**src/rtl/i2c_apb_master.sv**
```systemverilog
// Command-driven APB master feeding the I2C controller's APB slave port.
// Optional polling reads are enabled by defining I2C_APB_POLL_EN.
module i2c_apb_master #(
    parameter int TIMEOUT  = 255,
    parameter int POLL_MAX = 1024,
    parameter int POLL_GAP = 16
) (
    input  logic        clk,
    input  logic        rst,
    input  logic        cmd_valid,
    output logic        cmd_ready,
    input  logic [1:0]  cmd_op,
    input  logic [31:0] cmd_addr,
    input  logic [31:0] cmd_wdata,
    input  logic [31:0] cmd_mask,
    output logic        rsp_valid,
    input  logic        rsp_ready,
    output logic [31:0] rsp_rdata,
    output logic        rsp_err,
    output logic [15:0] rsp_cnt,
    output logic        apb_sel,
    output logic        apb_en,
    output logic        apb_write,
    output logic [31:0] apb_addr,
    output logic [31:0] apb_wdata,
    input  logic        apb_ready,
    input  logic [31:0] apb_rdata,
    output logic        busy
);

    localparam int TMO_W = (TIMEOUT > 1) ? $clog2(TIMEOUT + 1) : 1;
    localparam logic [TMO_W-1:0] TMO_LIMIT = TMO_W'(TIMEOUT);

    typedef enum logic [1:0] {
        OP_WR   = 2'b00,
        OP_RD   = 2'b01,
        OP_POLL = 2'b10,
        OP_RSV  = 2'b11
    } op_e;

    typedef enum logic [2:0] {
        S_IDLE,
        S_SETUP,
        S_ACCESS,
        S_RESP
`ifdef I2C_APB_POLL_EN
        , S_GAP
`endif
    } state_e;

    state_e            state, state_next;
    op_e               op_q;
    logic [31:0]       addr_q, wdata_q;
    logic [TMO_W-1:0]  tmo_cnt;
    logic              cmd_legal, access_tmo;
    logic [15:0]       cnt_inc;
    logic              poll_retry;

`ifdef I2C_APB_POLL_EN
    localparam int GAP_W = (POLL_GAP > 1) ? $clog2(POLL_GAP + 1) : 1;
    localparam logic [GAP_W-1:0] GAP_LIMIT  = GAP_W'(POLL_GAP);
    localparam logic [15:0]      POLL_LIMIT = 16'(POLL_MAX);

    logic [31:0]      mask_q;
    logic [GAP_W-1:0] gap_cnt;
    logic             poll_match;

    assign poll_match = ((apb_rdata ^ wdata_q) & mask_q) == '0;
    assign poll_retry = (op_q == OP_POLL) && !poll_match && (cnt_inc < POLL_LIMIT);
    assign cmd_legal  = (cmd_op != OP_RSV);
`else
    assign poll_retry = 1'b0;
    assign cmd_legal  = (cmd_op == OP_WR) || (cmd_op == OP_RD);
`endif

    assign cnt_inc    = (rsp_cnt == 16'hFFFF) ? rsp_cnt : rsp_cnt + 16'd1;
    assign access_tmo = (state == S_ACCESS) && !apb_ready && (TIMEOUT != 0) && (tmo_cnt == TMO_LIMIT);

    // Bus and handshake outputs decode straight from state so they change only on clock edges.
    assign cmd_ready = (state == S_IDLE);
    assign busy      = (state != S_IDLE);
    assign rsp_valid = (state == S_RESP);
    assign apb_sel   = (state == S_SETUP) || (state == S_ACCESS);
    assign apb_en    = (state == S_ACCESS);
    assign apb_write = apb_sel && (op_q == OP_WR);
    assign apb_addr  = addr_q;
    assign apb_wdata = (op_q == OP_WR) ? wdata_q : '0;

    // NOTE: every output of this block is assigned a default first, so no path can infer a latch.
    always_comb begin
        state_next = state;
        case (state)
            S_IDLE:   if (cmd_valid) state_next = cmd_legal ? S_SETUP : S_RESP;
            S_SETUP:  state_next = S_ACCESS;
            S_ACCESS: begin
                if (access_tmo) begin
                    state_next = S_RESP;
                end else if (apb_ready) begin
`ifdef I2C_APB_POLL_EN
                    if (poll_retry) state_next = (POLL_GAP == 0) ? S_SETUP : S_GAP;
                    else            state_next = S_RESP;
`else
                    state_next = S_RESP;
`endif
                end
            end
`ifdef I2C_APB_POLL_EN
            S_GAP:    if (gap_cnt == GAP_LIMIT) state_next = S_SETUP;
`endif
            S_RESP:   if (rsp_ready) state_next = S_IDLE;
            default:  state_next = S_IDLE;
        endcase
    end

    // NOTE: sequential state uses non-blocking assignments so every register samples pre-edge values.
    always_ff @(posedge clk) begin
        if (rst) state <= S_IDLE;
        else     state <= state_next;
    end

    // Free-running while in the state, reloaded to 1 otherwise; each state exits at its limit.
    always_ff @(posedge clk) begin
        if (rst)                    tmo_cnt <= '0;
        else if (state == S_ACCESS) tmo_cnt <= tmo_cnt + 1'b1;
        else                        tmo_cnt <= TMO_W'(1);
    end

`ifdef I2C_APB_POLL_EN
    always_ff @(posedge clk) begin
        if (rst)                 gap_cnt <= '0;
        else if (state == S_GAP) gap_cnt <= gap_cnt + 1'b1;
        else                     gap_cnt <= GAP_W'(1);
    end
`endif

    always_ff @(posedge clk) begin
        if (rst) begin
            op_q      <= OP_WR;
            addr_q    <= '0;
            wdata_q   <= '0;
            rsp_rdata <= '0;
            rsp_err   <= 1'b0;
            rsp_cnt   <= '0;
`ifdef I2C_APB_POLL_EN
            mask_q    <= '0;
`endif
        end else if (state == S_IDLE && cmd_valid) begin
            op_q      <= op_e'(cmd_op);
            addr_q    <= cmd_addr;
            wdata_q   <= cmd_wdata;
            rsp_rdata <= '0;
            rsp_err   <= !cmd_legal;
            rsp_cnt   <= '0;
`ifdef I2C_APB_POLL_EN
            mask_q    <= cmd_mask;
`endif
        end else if (access_tmo) begin
            rsp_cnt   <= cnt_inc;
            rsp_rdata <= '0;
            rsp_err   <= 1'b1;
        end else if (state == S_ACCESS && apb_ready) begin
            rsp_cnt <= cnt_inc;
            if (op_q != OP_WR) rsp_rdata <= apb_rdata;
`ifdef I2C_APB_POLL_EN
            // A non-matching poll read that is not retried means attempts ran out.
            rsp_err <= (op_q == OP_POLL) && !poll_match && !poll_retry;
`else
            rsp_err <= 1'b0;
`endif
        end
    end

endmodule
```
**config.mk**
```make
export PLATFORM = sky130hd
export DESIGN_NAME = i2c_apb_master
export DESIGN_NICKNAME = d
export VERILOG_FILES = /design/src/rtl/i2c_apb_master.sv
export SDC_FILE = /design/constraint.sdc
export NUM_CORES = 1
export LEC_CHECK = 0
export CORE_MARGIN = 2
export CORE_UTILIZATION = 40
export DETAILED_ROUTE_END_ITERATION = 8
export PLACE_DENSITY = 0.86
export SYNTH_ARGS = -nofsm -noshare
export SYNTH_HDL_FRONTEND = slang
export SYNTH_SLANG_ARGS = --single-unit
export TNS_END_PERCENT = 50
```
**constraint.sdc**
```tcl
create_clock -name clk -period 1.9 [get_ports clk]
set_input_delay 0.38 -clock clk [delete_from_list [all_inputs] [get_ports clk]]
set_output_delay 0.38 -clock clk [all_outputs]
set_load 0.02 [all_outputs]
```
==> results.md, run 1 <==
* Run status: complete, no violations
* Finish-stage setup viols at 0
* PD cells at 1105 mW/mm2
* Die width at 114.8 um
* Clock skew at 0.006548 ns
* P_int at between 0.006 and 0.007 W
* # rows at 40
* GR Overflow Total at 0
* Core area at 0.01201 mm2
* DR iter-0 viols at ~350
* CP delay by family, top: buffers and inverters
* WL/cell at 13.92 um
* Residual DRC count at 0
* Part of the power in combinational logic at between 20 and 30%
* Worst Max-Slew Pin Slew at around 0.71 ns
* First-pass GRT wire length at about 22000 um
* Ys async rst share at 0%
* Predominant post-synthesis flop cell: dfxtp_1
* Port Buf Inserts at around 220
* CP max FO at 2
* Crit path buffers/inverters at 1
* CTS Buf Count at 17
* Final Hold Fails at 0
* Mean post-synth cell area at just under 8 um2
* Yosys warns at 0
* Rel. slew slack at between 50% and 60%
* Slowest Stage Delay on Critical Path at approximately 0.7 ns
* Psw at ~0.0027 W
* Initial Util at 40.89%
* Cells on Worst Hold Path at 3
* CTS root buf: clkbuf_16
* Die height at 114.8 um
* Placed instance area at 0.007406 mm2
* Die area at around 0.013 mm2
* Clock transition at path regs at about 0.050 ns
* Class of the worst hold path: primary input to flop
* Setup_tns at 0 ns
* Critical path required time at between 1.5 and 2 ns
* RD Place Congestion at about 0.8
* Crit path DAT at roughly 1.5 ns
* Final min period at 1.839 ns
* Final worst slack at 0.06123 ns
* Fraction of layout cells with a size suffix above 1 at between 10% and 20%
* Area Overhead vs Synth at 62.01%
* Post-Synthesis Cell Area at 0.004911 mm2
* H-tree levels at 4
* Final wirelength at approximately 14000 um
* Cell count after placement at approximately 1000
* Worst-path cell chain: clkdlybuf4s50_1
* Cells after Synth at 625
* Setup CP Type: flop to output pin
* CTS tree: done
* Path depth of the worst reg2reg path at 7
* Drt pass-1 iters at 5
* Vias in the first global route at between 4000 and 5000
* FF+latch count, synth at approximately 130
* Largest net degree at the start of global routing at between 60 and 70
* Power, Total at 0.008790 W
* Max IR drop VDD at between 0.7 and 0.8 mV
* Flop pwr share at around a third
* Synth cell types at 35
* Startpoint types: flop
* Fin cells at ~1000
* Design area at between 0.007 and 0.008 mm2
* Max cap viols at 0
* Layout Nets at ~1000
* Sink Count at 125
* Pre-CTS worst setup slack at -0.01376 ns
* Dpl hpwl at 9686 um
* Post-synth EDFFs at 0
* Clock Tree Buf Depth at 2
* WP depth at 1
* Slowest-stage cell, CP: clkdlybuf4s50_1
* Post-Syn Nets at 766
* Slew Viols, Final at 0
* Clock network power share at between 30% and 40%
* Max Freq at about 0.54 GHz
* Sw Share at between 30% and 40%
* Initial antenna violation count at 0
* Critical path capture point type: output pin
* Clock latency at the later pin of the worst-skew pair at between 0.4 and 0.5 ns
* Vias per inst at just under 5
* Tot GR Track Use at ~22%
* I/O pin total at about 250
* Total vias in the final route at around 5000
* Leakage power at roughly 3.1 nW
* Remaining antenna violation count at 0
* Sequential-to-total area share from yosys stat at 50.96%
* Setup Buffers After CTS at 0
* Final period util at between 90% and 100%
## sequential cells by signal, summed over array words and instances (netlist names)
name	cells
wdata_q	32
rsp_rdata	32
rsp_cnt	16
state	2
rsp_err	1
tmo_cnt	8
apb_addr	32
op_q	2
## metal layers
| metal | track usage, % | vias to the layer above | share of wire, % |
|---|---|---|---|
| met5 | 0 | - | 0 |
| met4 | 9.799 | 0 | 2.3 |
| met3 | 9.700 | 26 | 9.3 |
| met2 | 35.82 | 185 | 48 |
| met1 | 24.09 | 2286 | 41 |
| li1 | - | 2511 | - |
## path summary, 6_finish.rpt
| check | startpoint | slack, ns | end |
|---|---|---|---|
| setup / recovery | rsp_err$_SDFFE_PP0P_ | 0.06 | rsp_err |
| hold / removal | rst | 0.34 | wdata_q[0]$_SDFFE_PP0P_ |
| setup reg to reg | tmo_cnt[0]$_SDFF_PP0_ | 0.08 | rsp_cnt[14]$_SDFFE_PP0P_ |
| hold reg to reg | wdata_q[8]$_SDFFE_PP0P_ | 0.45 | wdata_q[8]$_SDFFE_PP0P_ |
## what timing repair did
item | in CTS | in global routing
pin swaps | 0 | 0
endpoints found under the setup margin | 40 | 27
hold buffers | 0 | 0
gates resized for setup | 109 | 29
## cell usage after synthesis, types with 3 or more instances
master | count | area share, %
nand3_1 | 12 | 1.2
inv_1 | 6 | 0.46
nand2b_1 | 4 | 0.51
and3_1 | 9 | 1.1
nand2_1 | 206 | 16
nor3_1 | 3 | 0.31
nor2_1 | 16 | 1.2
clkbuf_1 | 33 | 2.5
xnor2_1 | 3 | 0.54
a21oi_1 | 111 | 11
and2_1 | 39 | 5.0
and4_1 | 3 | 0.54
dfxtp_1 | 125 | 51
buf_1 | 4 | 0.31
o21ai_0 | 8 | 0.82
nand4_1 | 5 | 0.64
xor2_1 | 4 | 0.71
or3_1 | 7 | 0.89
ha_1 | 6 | 1.5
or4_1 | 3 | 0.46
## area by class of cell
class	instances	area [um2]
Antenna cell	1	2.502
Clock buffer	21	470.5
Clock inverter	11	116.4
Fill cell	979	4055
Inverter	6	22.52
Multi-Input combinational cell	452	2253
Sequential cell	125	2505
Tap cell	147	183.9
Timing Repair Buffer	247	2402
## power by group through the flow
stage                     registers [W]  clock network (W)  logic, W
after floorplan                 0.00328                  0   0.00117
after global placement          0.00310                  0   0.00263
after detailed placement        0.00312                  0   0.00266
after CTS                       0.00307            0.00321   0.00265
after global routing            0.00310            0.00334   0.00280
final                           0.00307            0.00315   0.00257
## kinds of logic after synthesis
group | share of synthesized area [%]
buffers and inverters | 4.102
DFF | 50.96
adders and majority gates | 1.529
muxes | 0.2038
AOI/OAI and AO/OA | 14.19
and+or+nand+nor | 27.77
xor gates and xnor gates | 1.248
## per-stage QoR
step                utilization (%)  hold slack, ns
floorplan                         -          0.4300
global placement              61.66          0.4374
detailed placement            61.66          0.4418
CTS                           67.00          0.3330
global route                  66.22          0.3407
finish                        66.24          0.3445
## layout by cell type (no fill, tap or decap), types with 5 or more instances in the layout
master,n
clkbuf_16,17
and3_1,8
clkinv_2,5
clkdlybuf4s50_1,176
clkdlybuf4s15_2,14
dlygate4sd2_1,5
dfxtp_1,123
inv_1,6
or3_1,7
buf_2,15
nor2_1,14
a21oi_1,111
nand4_1,5
buf_4,19
and2_1,38
nand3_1,12
buf_12,6
o21ai_0,8
nand2_1,205
clkbuf_2,6
(Power assumes the default switching activity.)
==> run 2: changes to the inputs <==
Settings changed: CORE_AREA from default to 2 2 98 100, CORE_MARGIN 2 to default, CORE_UTILIZATION 40 to default, DIE_AREA from default to 0 0 100 102, DONT_BUFFER_PORTS from default to 1, PLACE_DENSITY 0.86 to 0.69.
==> run 2 against run 1 <==
Effect of this change:
- fmax rose by 0.24%
- power fell by 6.0%
- worst hold slack got worse by 0.33 ns
- cell count fell by 19%
- first-iteration DRC count fell by 47%
==> results.md, run 2 (synthesis results as in run 1) <==
* DR iter-0 viols at 187 (-47%)
* Max Freq at 0.5452 GHz (+0.24%)
* Most common cell after layout, fill and taps aside: nand2_1
* Tot GR Track Use at 24.72% (+3.1 points)
* Most frequent cells in the layout: nand2_1 (205), dfxtp_1 (121), a21oi_1 (110), dlygate4sd3_1 (63), and2_2 (32)
* Die area at 0.01020 mm2 (-23%)
* CTS Buf Count at 17 (unchanged)
* First-pass GRT wire length at 20200 um (-10%)
* Hold WS at 0.01807 ns (-0.3265 ns)
* Final wirelength at 13090 um (-6.9%)
* Setup CP Type: flop to flop
* Diodes inserted at 0 (-1)
* Drt pass-1 iters at 5 (unchanged)
* Clock skew at 0.01297 ns (+0.006422 ns)
* Final period util at 96.54% (-0.23 points)
* RD Place Congestion at 0.7945 (+0.68%)
* Port Buf Inserts at 0 (-100%)
* Leakage power at 2.509 nW (-19%)
* Clock Tree Buf Depth at 2 (unchanged)
* Run status: complete, no violations
* H-tree levels at 4 (unchanged)
* Finish-stage setup viols at 0 (unchanged)
* Crit. Startpoint: tmo_cnt[0]$_SDFF_PP0_
* Layout Nets at 841 (-15%)
* GR peak layer: met2
* CP max FO at 11 (+9)
* Vias per inst at 5.434 (+9.6%)
* M1 GR Usage at 26.15% (+2.1 points)
* Fraction of layout cells with a size suffix above 1 at 16.01% (+3.5 points)
* Vias in the first global route at 4426 (-7.7%)
* Remaining antenna violation count at 0 (unchanged)
* Clock latency at the later pin of the worst-skew pair at 0.50 ns (+0.09 ns)
* Die width at 100 um (-13%)
* Max IR drop VDD at 0.7099 mV (-1.8%)
* RSZ-0062 raised after global routing: false
* Total vias in the final route at 4472 (-11%)
* Reg2Reg Launch Point: tmo_cnt[0]$_SDFF_PP0_
* WL/cell at 15.91 um (+14%)
* Sink Count at 125 (unchanged)
* Crit path DAT at 2.27 ns (+0.81 ns)
* Initial Util at 53.91% (+13 points)
* Met3 usage at 9.576% (-0.12 points)
* CTS root buf: clkbuf_8
* Hold Crit Start: cmd_addr[30]
* Setup_tns at 0 ns (unchanged)
* Final min period at 1.834 ns (-0.004430 ns)
* Die height at 102 um (-11%)
* Class of the worst hold path: primary input to flop
* GR Overflow Total at 0 (unchanged)
* Startpoint types: flop
* Rel. slew slack at 45.30% (-7.3 points)
* Area Overhead vs Synth at 33.35%
* Core area at 0.009109 mm2 (-24%)
* Max cap viols at 0 (unchanged)
* Fillers at 689 (-30%)
* CTS tree: done
* # rows at 35 (-13%)
* Critical path capture point type: flop
* Largest net degree at the start of global routing at 71 (+4.4%)
* Initial antenna violation count at 0 (unchanged)
* Residual DRC count at 0 (unchanged)
* GR met2 Demand/Resource at 44.85% (+9.0 points)
* Clock transition at path regs at 0.06 ns (about the same)
* Worst Max-Slew Pin Slew at 0.8174 ns (+0.1060 ns)
* I/O pin total at 254 (unchanged)
* Slew Viols, Final at 0 (unchanged)
* Final Hold Fails at 0 (unchanged)
* PD cells at 1262 mW/mm2 (+14%)
* Dpl hpwl at 8154 um (-16%)
* Critical path required time at 2.34 ns (+0.82 ns)
-- run 2: power by group --
part / switching (W) / total (W) / leakage (nW) / internal [W]
clock: 0.00118 / 0.00322 / 0.287 / 0.00203
combinational: 0.00111 / 0.00175 / 1.20 / 0.000638
sequential: 0.000368 / 0.00330 / 1.02 / 0.00293
total: 0.00267 / 0.00827 / 2.51 / 0.00560
-- run 2: routing by layer --
metal	share of wire (%)	vias up
met5	0	-
met4	1.4	0
met3	7.9	15
met2	52	165
met1	38	2086
li1	-	2206
-- run 2: cell type report --
type	instances	area, um2	area share (%)
multi-input combinational	452	2308	35.25
clock inverter	13	167.7	2.560
timing repair buffer	98	975.9	14.90
clock buffer	18	427.9	6.534
tap	111	138.9	2.121
inverter	6	22.52	0.3439
sequential	125	2507	38.29
-- run 2: path summary, 6_finish.rpt --
| path | endpoint | slack, ns | cells past startpoint |
|---|---|---|---|
| max reg2reg | rsp_cnt[10]$_SDFFE_PP0P_ | 0.07 | 8 |
| max | rsp_cnt[10]$_SDFFE_PP0P_ | 0.07 | 8 |
| min | apb_addr[30]$_SDFFE_PP0P_ | 0.02 | 2 |
| min reg2reg | wdata_q[29]$_SDFFE_PP0P_ | 0.45 | 2 |
-- run 2: worst max-delay path, cell delays in order, from the launching register on --
cell and delay [ns]:
dfxtp_2 0.35, ha_4 0.14, and3_4 0.19, buf_4 0.11
a31o_4 0.16, o211ai_4 0.10, buf_12 0.16, or4_1 0.42
a21oi_2 0.15
-- run 2: stage by stage --
step | cell area (um2) | std cells | setup WS [ns] | power [W] | utilization, %
after floorplan | 4911 | 625 | 0.07815 | 0.004453 | -
after global placement | 5161 | 726 | -0.09659 | 0.004796 | 56.66
after detailed placement | 5161 | 726 | -0.2485 | 0.004854 | 56.66
after CTS | 6454 | 820 | -0.02542 | 0.008230 | 70.85
after global routing | 6549 | 823 | 0.007379 | 0.008653 | 71.90
final | 6549 | 823 | 0.06566 | 0.008266 | 71.90
-- run 2: timing repair --
action                                  in CTS  in global routing
hold buffers                                63                  1
setup buffers                                0                  1
endpoints found under the hold margin       89                  1
pin swaps                                    0                  2
gates cloned                                 0                  1
resized for setup                           30                 18
endpoints found under the setup margin      60                 70
==> edit: new RTL, config.mk and constraints of run 2 <==
Re-encode `state_e` (4 states) as Gray code, 2 bits wide.
--- a/src/rtl/i2c_apb_master.sv
+++ b/src/rtl/i2c_apb_master.sv
@@ -39,9 +39,9 @@
     } op_e;
 
-    typedef enum logic [2:0] {
-        S_IDLE,
-        S_SETUP,
-        S_ACCESS,
-        S_RESP
+    typedef enum logic [1:0] {
+        S_IDLE   = 2'b00,
+        S_SETUP  = 2'b01,
+        S_ACCESS = 2'b11,
+        S_RESP   = 2'b10
 `ifdef I2C_APB_POLL_EN
         , S_GAP
Function: no difference found for any inputs over 4 cycles, from zero or initial values and one cycle with rst high; so few cycles prove little.
==> edit against run 2 <==
Via count decreased by 2.0%; count of clock-buffer cells in the layout unchanged; final area down 1.7%; sequential cell count unchanged; routed wire length down 3.2%; synthesized cell count down 0.80%; area after synthesis is 1.1% lower; maximum frequency shrank 1.2%; critical path depth decreased by 2; setup slack got worse by 0.022 ns; critical path type unchanged; highest routed layer unchanged.
Power is not compared: it rests on default switching activity, and its combinational part moved more than twofold at a synthesized area within 25%.
==> edit: results (changes against run 2) <==
fill count=709 (+2.9%); CTS max path bufs=2 (unchanged); cells after synthesis=620 (-0.80%); first-pass GRT wire length=19800 um (-2.0%); R2R setup slack=0.04 ns (-0.02 ns); Ant. Diodes=0 (unchanged); top cells by area, synth=dfxtp_1, nand2_1, a21oi_1; Synthesized Nets=757 (-1.2%); Peak VDD IR=0.000805 V; CP max stage delay=0.57 ns (+0.15 ns); top post-synthesis cells by count=nand2_1, dfxtp_1, a21oi_1; final worst clock skew=0.00845 ns (-0.00452 ns); placed cell count=737 (+1.5%); RePlAce Congestion=0.864 (+8.8%); vias in the first global route=4339 (-2.0%); HP Start=cmd_addr[22]; outcome=finished clean; DR vias/cell=5.35 (-1.6%); RR Endpoint=rsp_cnt[15]; largest net degree at the start of global routing=71 (unchanged); Iter 0 DRT Violations=144 (-23%); fraction of layout cells with a size suffix above 1=18.9% (+2.9 points); CP max-delay cell=or4_4; Skew-Pair Late Insertion Delay=0.50 ns (about the same); Worst-Margin Slew=0.557 ns (-0.261 ns); Detail Placement HPWL=8420 um (+3.3%); H-tree levels=4 (unchanged); # nets final=835 (-0.71%); reg-to-reg startpoint=tmo_cnt[0]; WL per Instance=15.5 um (-2.8%); Global Route Usage Sum=24.0% (-0.68 points); Net Sw Frac=25.3%; Min-Delay Path Class=in2reg; FF-to-FF path depth=6 (-2); Post-Route WL=12700 um (-3.2%); CP max FO=7 (-4); Worst Hold End=apb_addr[22]; Hold Slack=0.0157 ns (-0.00232 ns); register area share after synthesis=51.5% (+0.58 points); TritonCTS Buffers=17 (unchanged)
==> edit: kinds of logic (layout without fill, tap and decap cells) <==
family | count (synthesis) | in the layout | synth area share [%]
compound gates | 118 | 118 | 12.9
flops | 125 | 125 | 51.5
xor+xnor | 12 | 12 | 2.16
fa+ha+maj | 2 | 2 | 0.515
simple gates | 316 | 316 | 28.9
buf+inv | 44 | 133 | 3.45
mux | 3 | 3 | 0.618
==> edit: how the worst max path moves through the flow <==
stage	start	endpoint	slack [ns]	depth (start not counted)
after global placement	tmo_cnt[1]	rsp_cnt[15]	-0.04	6
after floorplan	tmo_cnt[1]	rsp_cnt[15]	-0.04	7
after detailed placement	tmo_cnt[1]	rsp_cnt[15]	-0.08	6
after CTS	op_q[0]	apb_wdata[31]	0.01	3
final	tmo_cnt[0]	rsp_cnt[15]	0.04	6
after global routing	rsp_cnt[1]	rsp_cnt[14]	-0.06	6
==> edit: routing by layer <==
layer  wire length [um]  global-route usage [%]  vias up
met2               6530                    43.9      179
met5                  0                       0        -
li1                   -                       -     2187
met1               4830                    25.0     1993
met3               1090                    9.44       24
met4                229                    9.27        0
==> edit: critical path, delay by kind of cell, from the launching register on <==
family | cells | cell delay, ns
compound gates | 2 | 0.22
fa+ha+maj | 1 | 0.13
simple gates | 3 | 1.09
flops | 1 | 0.35
==> edit: power groups by stage <==
stage / combinational (uW) / sequential, uW / clock [uW]
6_report: 664 / 2870 / 3190
5_1_grt: 732 / 2880 / 3360
4_1_cts: 657 / 2870 / 3240
3_5_place_dp: 536 / 2920 / 0
3_3_place_gp: 522 / 2920 / 0
2_1_floorplan: 425 / 2900 / 0
==> edit: cell type report <==
class                   instances  share of cell area (%)
multi-input cells             451                    35.4
clock inverters                12                    2.53
repair buffers                 99                    14.1
clock buffers                  18                    6.64
inverters                       4                   0.233
well taps                     111                    2.16
flip-flops and latches        125                    39.0
==> edit: metrics by stage <==
step	setup TNS, ns	setup slack (ns)	area [um^2]
5_1_grt	-0.155	-0.0570	6440
2_1_floorplan	-0.0393	-0.0393	4880
3_3_place_gp	-0.0380	-0.0380	5240
3_5_place_dp	-0.118	-0.0805	5240
6_report	0	0.0436	6440
4_1_cts	0	0.0101	6400
==> edit: what timing repair did <==
item                                    in CTS  in global routing
gates cloned                                 0                  0
pin swaps                                    1                  7
buffers inserted                             0                  1
endpoints found under the hold margin       83                  1
hold buffers                                51                  1
resized for setup                           33                  4
endpoints found under the setup margin      35                 41
